File: src/rtl/pkt_tx_ctrl_50.sv
// Transmit packet controller: pulls 4 payload bytes from a FIFO and serializes
// header + payload MSB-first, framed by data_ena with a fixed inter-byte gap.
module pkt_tx_ctrl_50 #(
  parameter int GAP_CYCLES = 2,
  parameter int CNT_W      = 4
) (
  input  logic             clk_50,
  input  logic             reset_n,
  input  logic             tx_en,
  input  logic             hdr_sel,
  input  logic [CNT_W-1:0] fifo_cnt,
  input  logic [7:0]       fifo_rd_data,
  output logic             rd_fifo,
  output logic             data_ena,
  output logic             serial_data,
  output logic             busy,
  output logic             pkt_done
);

  typedef enum logic [1:0] {
    IDLE  = 2'd0,
    SHIFT = 2'd1,
    GAP   = 2'd2
  } state_t;

  localparam logic [3:0] GAP_LAST  = 4'(GAP_CYCLES - 1);
  localparam logic [3:0] GAP_PRE   = 4'(GAP_CYCLES - 2);
  localparam logic [2:0] LAST_BYTE = 3'd4;

  state_t     state_q;
  logic [7:0] shiftReg_q;
  logic [2:0] bitCnt_q;
  logic [3:0] gapCnt_q;
  logic [2:0] byteIdx_q;
  logic       rdFifo_q;
  logic       dataEna_q;
  logic       serial_q;
  logic       busy_q;
  logic       pktDone_q;

  logic [7:0] headerByte;
  logic [7:0] nextByte;
  logic       startOk;

  // With the minimum gap the FIFO word arrives in the same cycle it must be
  // launched, so it bypasses the shift register in that case.
  always_comb begin
    headerByte = hdr_sel ? 8'hC3 : 8'hA5;
    nextByte   = (gapCnt_q == 4'd1) ? fifo_rd_data : shiftReg_q;
    startOk    = tx_en && (fifo_cnt >= CNT_W'(4));
  end

  always_ff @(posedge clk_50 or negedge reset_n) begin
    if (!reset_n) begin
      state_q    <= IDLE;
      shiftReg_q <= 8'h00;
      bitCnt_q   <= 3'd0;
      gapCnt_q   <= 4'd0;
      byteIdx_q  <= 3'd0;
      rdFifo_q   <= 1'b0;
      dataEna_q  <= 1'b0;
      serial_q   <= 1'b0;
      busy_q     <= 1'b0;
      pktDone_q  <= 1'b0;
    end else begin
      rdFifo_q  <= 1'b0;
      pktDone_q <= 1'b0;
      case (state_q)
        IDLE: begin
          if (startOk) begin
            state_q    <= SHIFT;
            dataEna_q  <= 1'b1;
            busy_q     <= 1'b1;
            serial_q   <= headerByte[7];
            shiftReg_q <= {headerByte[6:0], 1'b0};
            bitCnt_q   <= 3'd0;
            byteIdx_q  <= 3'd0;
          end
        end

        SHIFT: begin
          if (bitCnt_q == 3'd7) begin
            state_q   <= GAP;
            dataEna_q <= 1'b0;
            serial_q  <= 1'b0;
            gapCnt_q  <= 4'd0;
            rdFifo_q  <= (byteIdx_q != LAST_BYTE);
          end else begin
            serial_q   <= shiftReg_q[7];
            shiftReg_q <= {shiftReg_q[6:0], 1'b0};
            bitCnt_q   <= bitCnt_q + 3'd1;
          end
        end

        GAP: begin
          gapCnt_q <= gapCnt_q + 4'd1;
          if (gapCnt_q == 4'd1 && byteIdx_q != LAST_BYTE) begin
            shiftReg_q <= fifo_rd_data;
          end
          if (gapCnt_q == GAP_PRE && byteIdx_q == LAST_BYTE) begin
            pktDone_q <= 1'b1;
          end
          if (gapCnt_q == GAP_LAST) begin
            if (byteIdx_q == LAST_BYTE) begin
              state_q <= IDLE;
              busy_q  <= 1'b0;
            end else begin
              state_q    <= SHIFT;
              dataEna_q  <= 1'b1;
              serial_q   <= nextByte[7];
              shiftReg_q <= {nextByte[6:0], 1'b0};
              bitCnt_q   <= 3'd0;
              byteIdx_q  <= byteIdx_q + 3'd1;
            end
          end
        end

        default: state_q <= IDLE;
      endcase
    end
  end

  assign rd_fifo     = rdFifo_q;
  assign data_ena    = dataEna_q;
  assign serial_data = serial_q;
  assign busy        = busy_q;
  assign pkt_done    = pktDone_q;

endmodule

File: config.mk
export PLATFORM = sky130hd
export DESIGN_NAME = pkt_tx_ctrl_50
export DESIGN_NICKNAME = d
export VERILOG_FILES = /design/src/rtl/pkt_tx_ctrl_50.sv
export SDC_FILE = /design/constraint.sdc
export NUM_CORES = 1
export LEC_CHECK = 0
export CAP_MARGIN = 30
export CORE_ASPECT_RATIO = 1.4
export CORE_MARGIN = 1.5
export CORE_UTILIZATION = 54
export CTS_CLUSTER_DIAMETER = 200
export DETAILED_ROUTE_END_ITERATION = 6
export PLACE_DENSITY = 0.79
export SETUP_SLACK_MARGIN = 0.1
export SLEW_MARGIN = 20
export SYNTH_ARGS = -nofsm -noshare
export SYNTH_HDL_FRONTEND = slang
export SYNTH_SLANG_ARGS = --single-unit
File: constraint.sdc
create_clock -name clk_50 -period 2.54 [get_ports clk_50]
set_input_delay 0.254 -clock clk_50 [delete_from_list [all_inputs] [get_ports clk_50]]
set_output_delay 0.254 -clock clk_50 [all_outputs]
set_load 0.01 [all_outputs]
---- Word level (Yosys, flattened, before mapping) ----
Index checks and enable logic that the tools add are counted.
cells by class
  $add $sub $neg .......................... 3
  $lt $le $gt $ge ......................... 1
  reductions and logical operators ........ 16
  multiplexer cells ....................... 39
  equality and inequality tests ........... 12
operator list
  cell                 number
  $mux 8               5
  $pmux 8 s3           1
  $mux 3               6
  $mux 1               15
  $ne 2x2->1 const B   6
  $reduce_and 4->1     3
  $reduce_and 5->1     2
  $pmux 3 s3           1
  $pmux 4 s2           1
  $mux 7               1
  $add 3x1->3 const B  2
  $eq 3x3->1 const B   2
  $mux 2               3
  $pmux 1 s3           2
  $pmux 2 s3           1
  $pmux 3 s2           1
  $reduce_and 3->1     2
  $add 4x1->4 const B  1
  $eq 4x1->1 const B   1
  $ge 4x3->1 const B   1
  $logic_not 4->1      1
  $mux 4               1
  $reduce_bool 2->1    2
  $logic_and 1x1->1    3
  7 further kinds      7
storage, ports and cells
  flip-flop bits (word level) ............. 25
  input bits .............................. 16
  word-level logic and storage cells ...... 81

---- Logic depth before layout (Yosys ltp) ----
Gate-level depths: netlist of run 1.
  depth in word-level cells ............... 6
  depth in mapped cells ................... 8
  depth with buffers taken out ............ 6

---- Worst setup path before layout of run 1 ----
No wires, ideal clock.
  kind .................................... register -> register
  start ................................... register bitCnt_q[0]
  end ..................................... register shiftReg_q[1]
  arrival time ............................ 1.767 ns
  stages on the path, launching flop included .. 7
  period minus slack after synthesis ...... 1.908 ns
  setup slack ............................. 0.632 ns
  path through ............................ dfrtp_1 -> ha_1 -> ha_1 -> a221oi_4 -> buf_2 -> mux2i_1 -> o211ai_1
on the way
  word-level cells in the longest chain between the ends .. 3
RTL lines
  item                        line  RTL
  start, declared             32    logic [2:0] bitCnt_q;
  start signal, assigned      91    bitCnt_q <= bitCnt_q + 3'd1;
  $eq 3x3->1                  82    if (bitCnt_q == 3'd7) begin
  $ne 2x2->1 (no line)        --
  $reduce_and 3->1 (no line)  --
  end signal, assigned        75    shiftReg_q <= {headerByte[6:0], 1'b0};
  end signal, assigned        90    shiftReg_q <= {shiftReg_q[6:0], 1'b0};
  end signal, assigned        98    shiftReg_q <= fifo_rd_data;
  end, declared               31    logic [7:0] shiftReg_q;
No other way between the ends.
A chain may end at the register's enable or synchronous reset.

---- Final worst setup path of run 1 ----
  start ................................... register state_q[1]
  end ..................................... register gapCnt_q[3]
on the way
  word-level cells in the longest chain between the ends .. 3
  elaborated cells between the ends (all ways) .. 6
  classes of those cells .................. 3 x eq/ne; 1 x mux; 2 x reduce/logical
RTL lines
  item                                                              line  RTL
  start, declared                                                   30    state_t state_q;
  start signal, assigned                                            55    state_q <= IDLE;
  start signal, assigned                                            71    state_q <= SHIFT;
  start signal, assigned                                            83    state_q <= GAP;
  $eq 2x1->1 / $eq 2x2->1 (equally long branches)                   68    case (state_q)
  $ne 2x2->1 (no line) / $reduce_bool 2->1 (equally long branches)  --
  $reduce_and 2->1 (no line)                                        --
  end signal, assigned                                              96    gapCnt_q <= gapCnt_q + 4'd1;
  end, declared                                                     33    logic [3:0] gapCnt_q;
Several ways; a longest one is shown, not always the timed one.

==> results.toml, run 1 <==
[timing]
setup_violations = 0
finClkSkew_ns = 0.001927
hold_violations = 0
setup_ws_ns = 0.5288
fin_crit_sh_pct = 79.18
fin_setup_tns_ns = 0
relSlewSlack_pct = 56.47
rsz0062_at_grt = "false"
post-route-min-period_ns = 2.011
fmax_mhz = 497.2
final_max_slew_viol_count = 0
tightest_slew_ns = 0.6529

[cts]
post_cts_buffers = 0
cts-htree-levels = 1
clock-sinks = 25
cts_tree = "yes"
path_clk_slew_ns = 0.09
clock-root-buffer = "clkbuf_8"
clkLatencyLatePin_ns = 0.27
cts_made_buffers = 3
clockBufferDepth = 2
cts_hold_buf = 0
cts.repair.resized = 0

[global_routing]
track_usage_pct = 22.65
antenna_found_initial = 0
grt_pass1_vias = 1307
grt_max_degree = 26
grt_pass1_wl_mm = 5.747
overflow = 0

[floorplanning]
die_area_um2 = 3260
die_h_um = 66.96
start_util_pct = 55.94
ios = 21
coreArea_um2 = 2820
row_count = 23
die_x_um = 48.69

[detailed_routing]
drt_iter0_drc = 32
avgViaCountPerCell = 6.059
vias = 1333
firstDrtPassIters = 4
wl_per_cell_um = 15.58
antenna_left = 0
drc = 0
routed_wl_mm = 3.428

[logic_synthesis]
async_flop_share_pct = 100.0
synth_edf_count = 0
ys_seq_area_share_pct = 39.65
ys_ff_latch = 25
synth-main-ff-cell = "dfrtp_1"
syn_area_um2 = 1578
syn_inst = 167
syn_avg_cell_area_um2 = 9.448
synthDistinctLibCells = 40
syn_nets = 194
yosys_warnings = 0

[critical_path]
start_kind = "register"
crit_type = "register to register"
worstSetupStartpoint = "state_q[1]"
endpoint_kind = "register"
r2r_start = "state_q[1]"
worstPathCellList = "inv_1, ha_1, nor2b_1, nor3_1, a21o_2, a22o_2"
r2r_slack_ns = 0.53
cp_slowest_cell = "ha_1"
arrival_ns = 2.18
slowest_delay_ns = 0.57
worstPathRequired_ns = 2.71
path_max_fanout = 20

[run]
maxCapViolCount = 0

[power]
clkPwrFrac_pct = 17.6
p_int_uw = 853.5
p_seq_share_pct = 40.7
switchingPower_uw = 523.7
p_comb_share_pct = 41.6
p_per_area_nw_per_um2 = 749.8
p_sw_share_pct = 38.03
leakage_uw = 0.0008008
peakVddDrop_uv = 584.5

[cells_and_area]
layout.nets = 211
areaGrowthSynthToFinish_pct = 16.42
utilization_pct = 65.13
fin_cells = 220
num_antenna_cells = 0
drive_gt1_share_pct = 9.290

[placement]
io_buffers = 18
hpwl_mm = 2.514
dpl_worst_slack_ns = 0.5232
gp_congestion = 0.8204
place_inst = 216

[hold_path]
hold_class = "primary input to asynchronous set/reset pin"

[outcome]
status = "finished, final reports clean"
==> sequential cells by signal (all words and copies together) (netlist names) <==
name	cells
byteIdx_q	3
state_q	2
bitCnt_q	3
gapCnt_q	4
pkt_done	1
serial_data	1
rd_fifo	1
shiftReg_q	8
busy	1
data_ena	1
==> Yosys cell counts (2+ instances only) <==
library cell  number  area, um^2
dfrtp_1           25       625.6
nand2_1           21       78.83
a31oi_1           13       81.33
a21oi_1           12       60.06
ha_1              11       137.6
mux2i_1            8       80.08
inv_1              7       26.28
clkbuf_1           6       22.52
o21ai_0            6       30.03
nand3_1            5       25.02
a221o_1            4       40.04
and3_1             4       25.02
buf_2              4       20.02
nor2_1             4       15.01
nor3_1             4       20.02
a21boi_0           3       22.52
a22o_2             2       20.02
and2_1             2       12.51
nand2b_1           2       12.51
nor3b_1            2       15.01
nor4b_1            2       17.52
o221ai_1           2       17.52
==> cells in the final DEF (no fill, tap or decap), types with 3 or more instances in the layout <==
master           synthesis  layout
inv_1                    7       7
a221o_1                  4       4
a21boi_0                 3       3
nor2_1                   4       4
ha_1                    11      11
buf_4                    0       4
clkdlybuf4s50_1          0      18
mux2i_1                  8       8
nand2_1                 21      21
o21ai_0                  6       6
a31oi_1                 13      13
nand3_1                  5       5
a21oi_1                 12      12
nor3_1                   4       4
dfrtp_1                 25      25
clkbuf_8                 0       3
and3_1                   4       4
==> worst max-delay path: cells and delay by family (launching register included) <==
| family | cells | cell delay [ns] |
|---|---|---|
| AO/OA/AOI/OAI | 2 | 0.39 |
| buffers and inverters | 1 | 0.09 |
| AND/OR/NAND/NOR | 2 | 0.44 |
| flip-flops | 1 | 0.42 |
| adder cells (fa/ha/maj) | 1 | 0.57 |
==> metrics by stage <==
step / hold slack [ns] / power (uW) / area, um^2
finish: 0.3379 / 1377 / 1837
CTS: 0.3496 / 1385 / 1837
global route: 0.3632 / 1473 / 1837
global placement: 0.4766 / 1107 / 1792
floorplan: -0.04159 / 981.9 / 1578
detailed placement: 0.4754 / 1144 / 1792
==> cells by family after synthesis <==
group	synth area share, %
adder cells (fa/ha/maj)	8.723
buffers and inverters	4.362
multiplexers	5.789
AND/OR/NAND/NOR	16.73
AO/OA/AOI/OAI	24.74
flip-flops	39.65
==> layout make-up <==
class / instances / area (um^2)
Tap cell: 37 / 46.29
Multi-Input combinational cell: 125 / 883.3
Inverter: 7 / 26.28
Timing Repair Buffer: 22 / 210.2
Sequential cell: 25 / 625.6
Fill cell: 252 / 983.4
Clock buffer: 4 / 45.04
==> power groups by stage <==
stage	Sequential (uW)	Combinational, uW	Clock [uW]
3_3_place_gp	556	551	0
6_report	561	573	243
4_1_cts	559	578	248
3_5_place_dp	567	576	0
2_1_floorplan	547	435	0
5_1_grt	569	644	260
==> path summary, 6_finish.rpt <==
path / to / depth (start not counted)
max: gapCnt_q[3] / 6
min: pkt_done / 2
max reg2reg: gapCnt_q[3] / 6
min reg2reg: shiftReg_q[0] / 1
max in group asynchronous: state_q[1] / 2
min in group clk_50: shiftReg_q[0] / 1
==> per-layer routing <==
layer	wire, um	up-vias	global-route usage, %
li1	-	649	-
met3	97	5	3.139
met1	1395	651	26.16
met5	0	-	0
met4	51	0	12.50
met2	1882	28	40.24
No activity file was read; power rests on OpenSTA's default activity.
==> inputs of run 2 (changes only) <==
CORE_UTILIZATION = 49   (was 54)
PLACE_DENSITY = 0.75   (was 0.79)
clock period = 1.75 ns   (was 2.54 ns; I/O delays follow)
==> run 2 against run 1 <==
Against the previous run:
- utilization is 3.7 points higher
- worst hold slack worse by 0.083 ns
- first-iteration DRC count is 22% higher
- count of clock-buffer cells in the layout stayed put
- die area is 9.6% higher
- critical path depth stayed put
- global-route usage is 1.5 points higher
- flip-flop and latch count stayed put
- combinational power is 100% higher
- non-clock buffer count is 22 higher
==> results.toml, run 2 (synthesized netlist as in run 1, its figures left out) <==
[cts]
clkLatencyLatePin_ns = 0.27
cts-htree-levels = 1
clock-root-buffer = "clkbuf_8"
clockBufferDepth = 2
cts_made_buffers = 3
path_clk_slew_ns = 0.09
clock-sinks = 25
cts_tree = "yes"

[global_routing]
grt_pass1_wl_mm = 6.755
grt_pass1_vias = 1498
track_usage_pct = 24.12
grt_max_degree = 26
overflow = 0
antenna_found_initial = 0

[detailed_routing]
drt_iter0_drc = 39
antenna_left = 0
drc = 0
avgViaCountPerCell = 5.931
vias = 1453
wl_per_cell_um = 15.67
firstDrtPassIters = 4
routed_wl_mm = 3.840

[cells_and_area]
drive_gt1_share_pct = 26.70
utilization_pct = 68.85
mostFrequentLayoutCell = "dfrtp_1"
areaGrowthSynthToFinish_pct = 34.97
num_antenna_cells = 0
fillerInstances = 249
reg.largest.list = "shiftReg_q x8, gapCnt_q x4"
largest_reg_flops = 8
top_register = "shiftReg_q"
layout.nets = 234
final_cell_mix = "dfrtp_1 (25), buf_4 (24), nand2_1 (20)"
fin_cells = 245

[critical_path]
path_max_fanout = 5
worstPathRequired_ns = 1.91
slowest_delay_ns = 0.42
start_kind = "register"
worstPathCellList = "inv_2, ha_4, or3b_4, o21ai_4, nand2_4, a221o_1"
endpoint_kind = "register"
cp_slowest_cell = "or3b_4"
crit_buf_inv = 1
crit_type = "register to register"
arrival_ns = 1.90
path_delay_family = "simple AND/OR/NAND/NOR gates"

[placement]
io_buffers = 18
place_inst = 232
hpwl_mm = 2.791
gp_congestion = 0.8838

[power]
leakage_uw = 0.0009375
peakVddDrop_uv = 729.7
p_per_area_nw_per_um2 = 1084

[timing]
rsz0062_at_grt = "true"
relSlewSlack_pct = 72.10
fmax_mhz = 574.7
finClkSkew_ns = 0.006300
final_max_slew_viol_count = 0
setup_violations = 0
post-route-min-period_ns = 1.740
tightest_slew_ns = 0.4184
fin_crit_sh_pct = 99.43
hold_violations = 0

[floorplanning]
row_count = 24
start_util_pct = 51.01
coreArea_um2 = 3093
die_x_um = 50.96
die_h_um = 70.14
die_area_um2 = 3574
ios = 21

[hold_path]
hold_class = "primary input to asynchronous set/reset pin"

[run]
maxCapViolCount = 0

[outcome]
status = "finished, final reports clean"
run 2: power breakdown:
part / internal, uW / total, uW / leakage (uW) / switching [uW]
combinational: 583 / 1150 / 0.000596 / 569
clock: 163 / 353 / 0.0000228 / 189
sequential: 706 / 804 / 0.000319 / 97.9
run 2: worst paths after layout:
check / from / endpoint / slack [ns] / cells past startpoint
max: gapCnt_q[1] / bitCnt_q[2] / 0.01 / 6
min: reset_n / gapCnt_q[0] / 0.25 / 2
max reg2reg: gapCnt_q[1] / bitCnt_q[2] / 0.01 / 6
min reg2reg: data_ena / data_ena / 0.50 / 1
max in group asynchronous: reset_n / bitCnt_q[0] / 1.24 / 2
min in group clk_50: fifo_rd_data[0] / shiftReg_q[1] / 0.49 / 3
run 2: per-stage QoR:
step,cell area (um^2),setup WS [ns],setup TNS (ns),power [uW],hold slack (ns)
6_report,2130,0.009888,0,2309,0.2549
5_1_grt,2130,-0.05237,-0.2655,2450,0.2831
4_1_cts,2072,0.02269,0,2243,0.2747
3_5_place_dp,1933,-0.02358,-0.04989,1769,0.4776
3_3_place_gp,1933,0.02224,0,1725,0.4753
2_1_floorplan,1613,0.004776,0,1471,-0.1206
run 2: final cells by class:
class                      count  area [um^2]  area share (%)
timing repair buffer          44        391.6           18.39
sequential                    25        625.6           29.38
inverter                       7        26.28           1.234
tap                           39        48.80           2.291
multi-input combinational    126        992.2           46.59
clock buffer                   4        45.04           2.115
run 2: what timing repair did:
action,CTS,global route
hold buffers,0,0
gates cloned,1,0
setup buffers,5,3
resized for setup,14,10
endpoints found under the setup margin,20,21
pin swaps,6,8
run 2: layer usage:
metal,share of wire (%),GRT usage (%),vias to the layer above
li1,-,-,695
met1,41,29.97,716
met2,55,41.99,37
met3,2.9,2.564,5
met4,1.1,9.009,0
met5,0,0,-
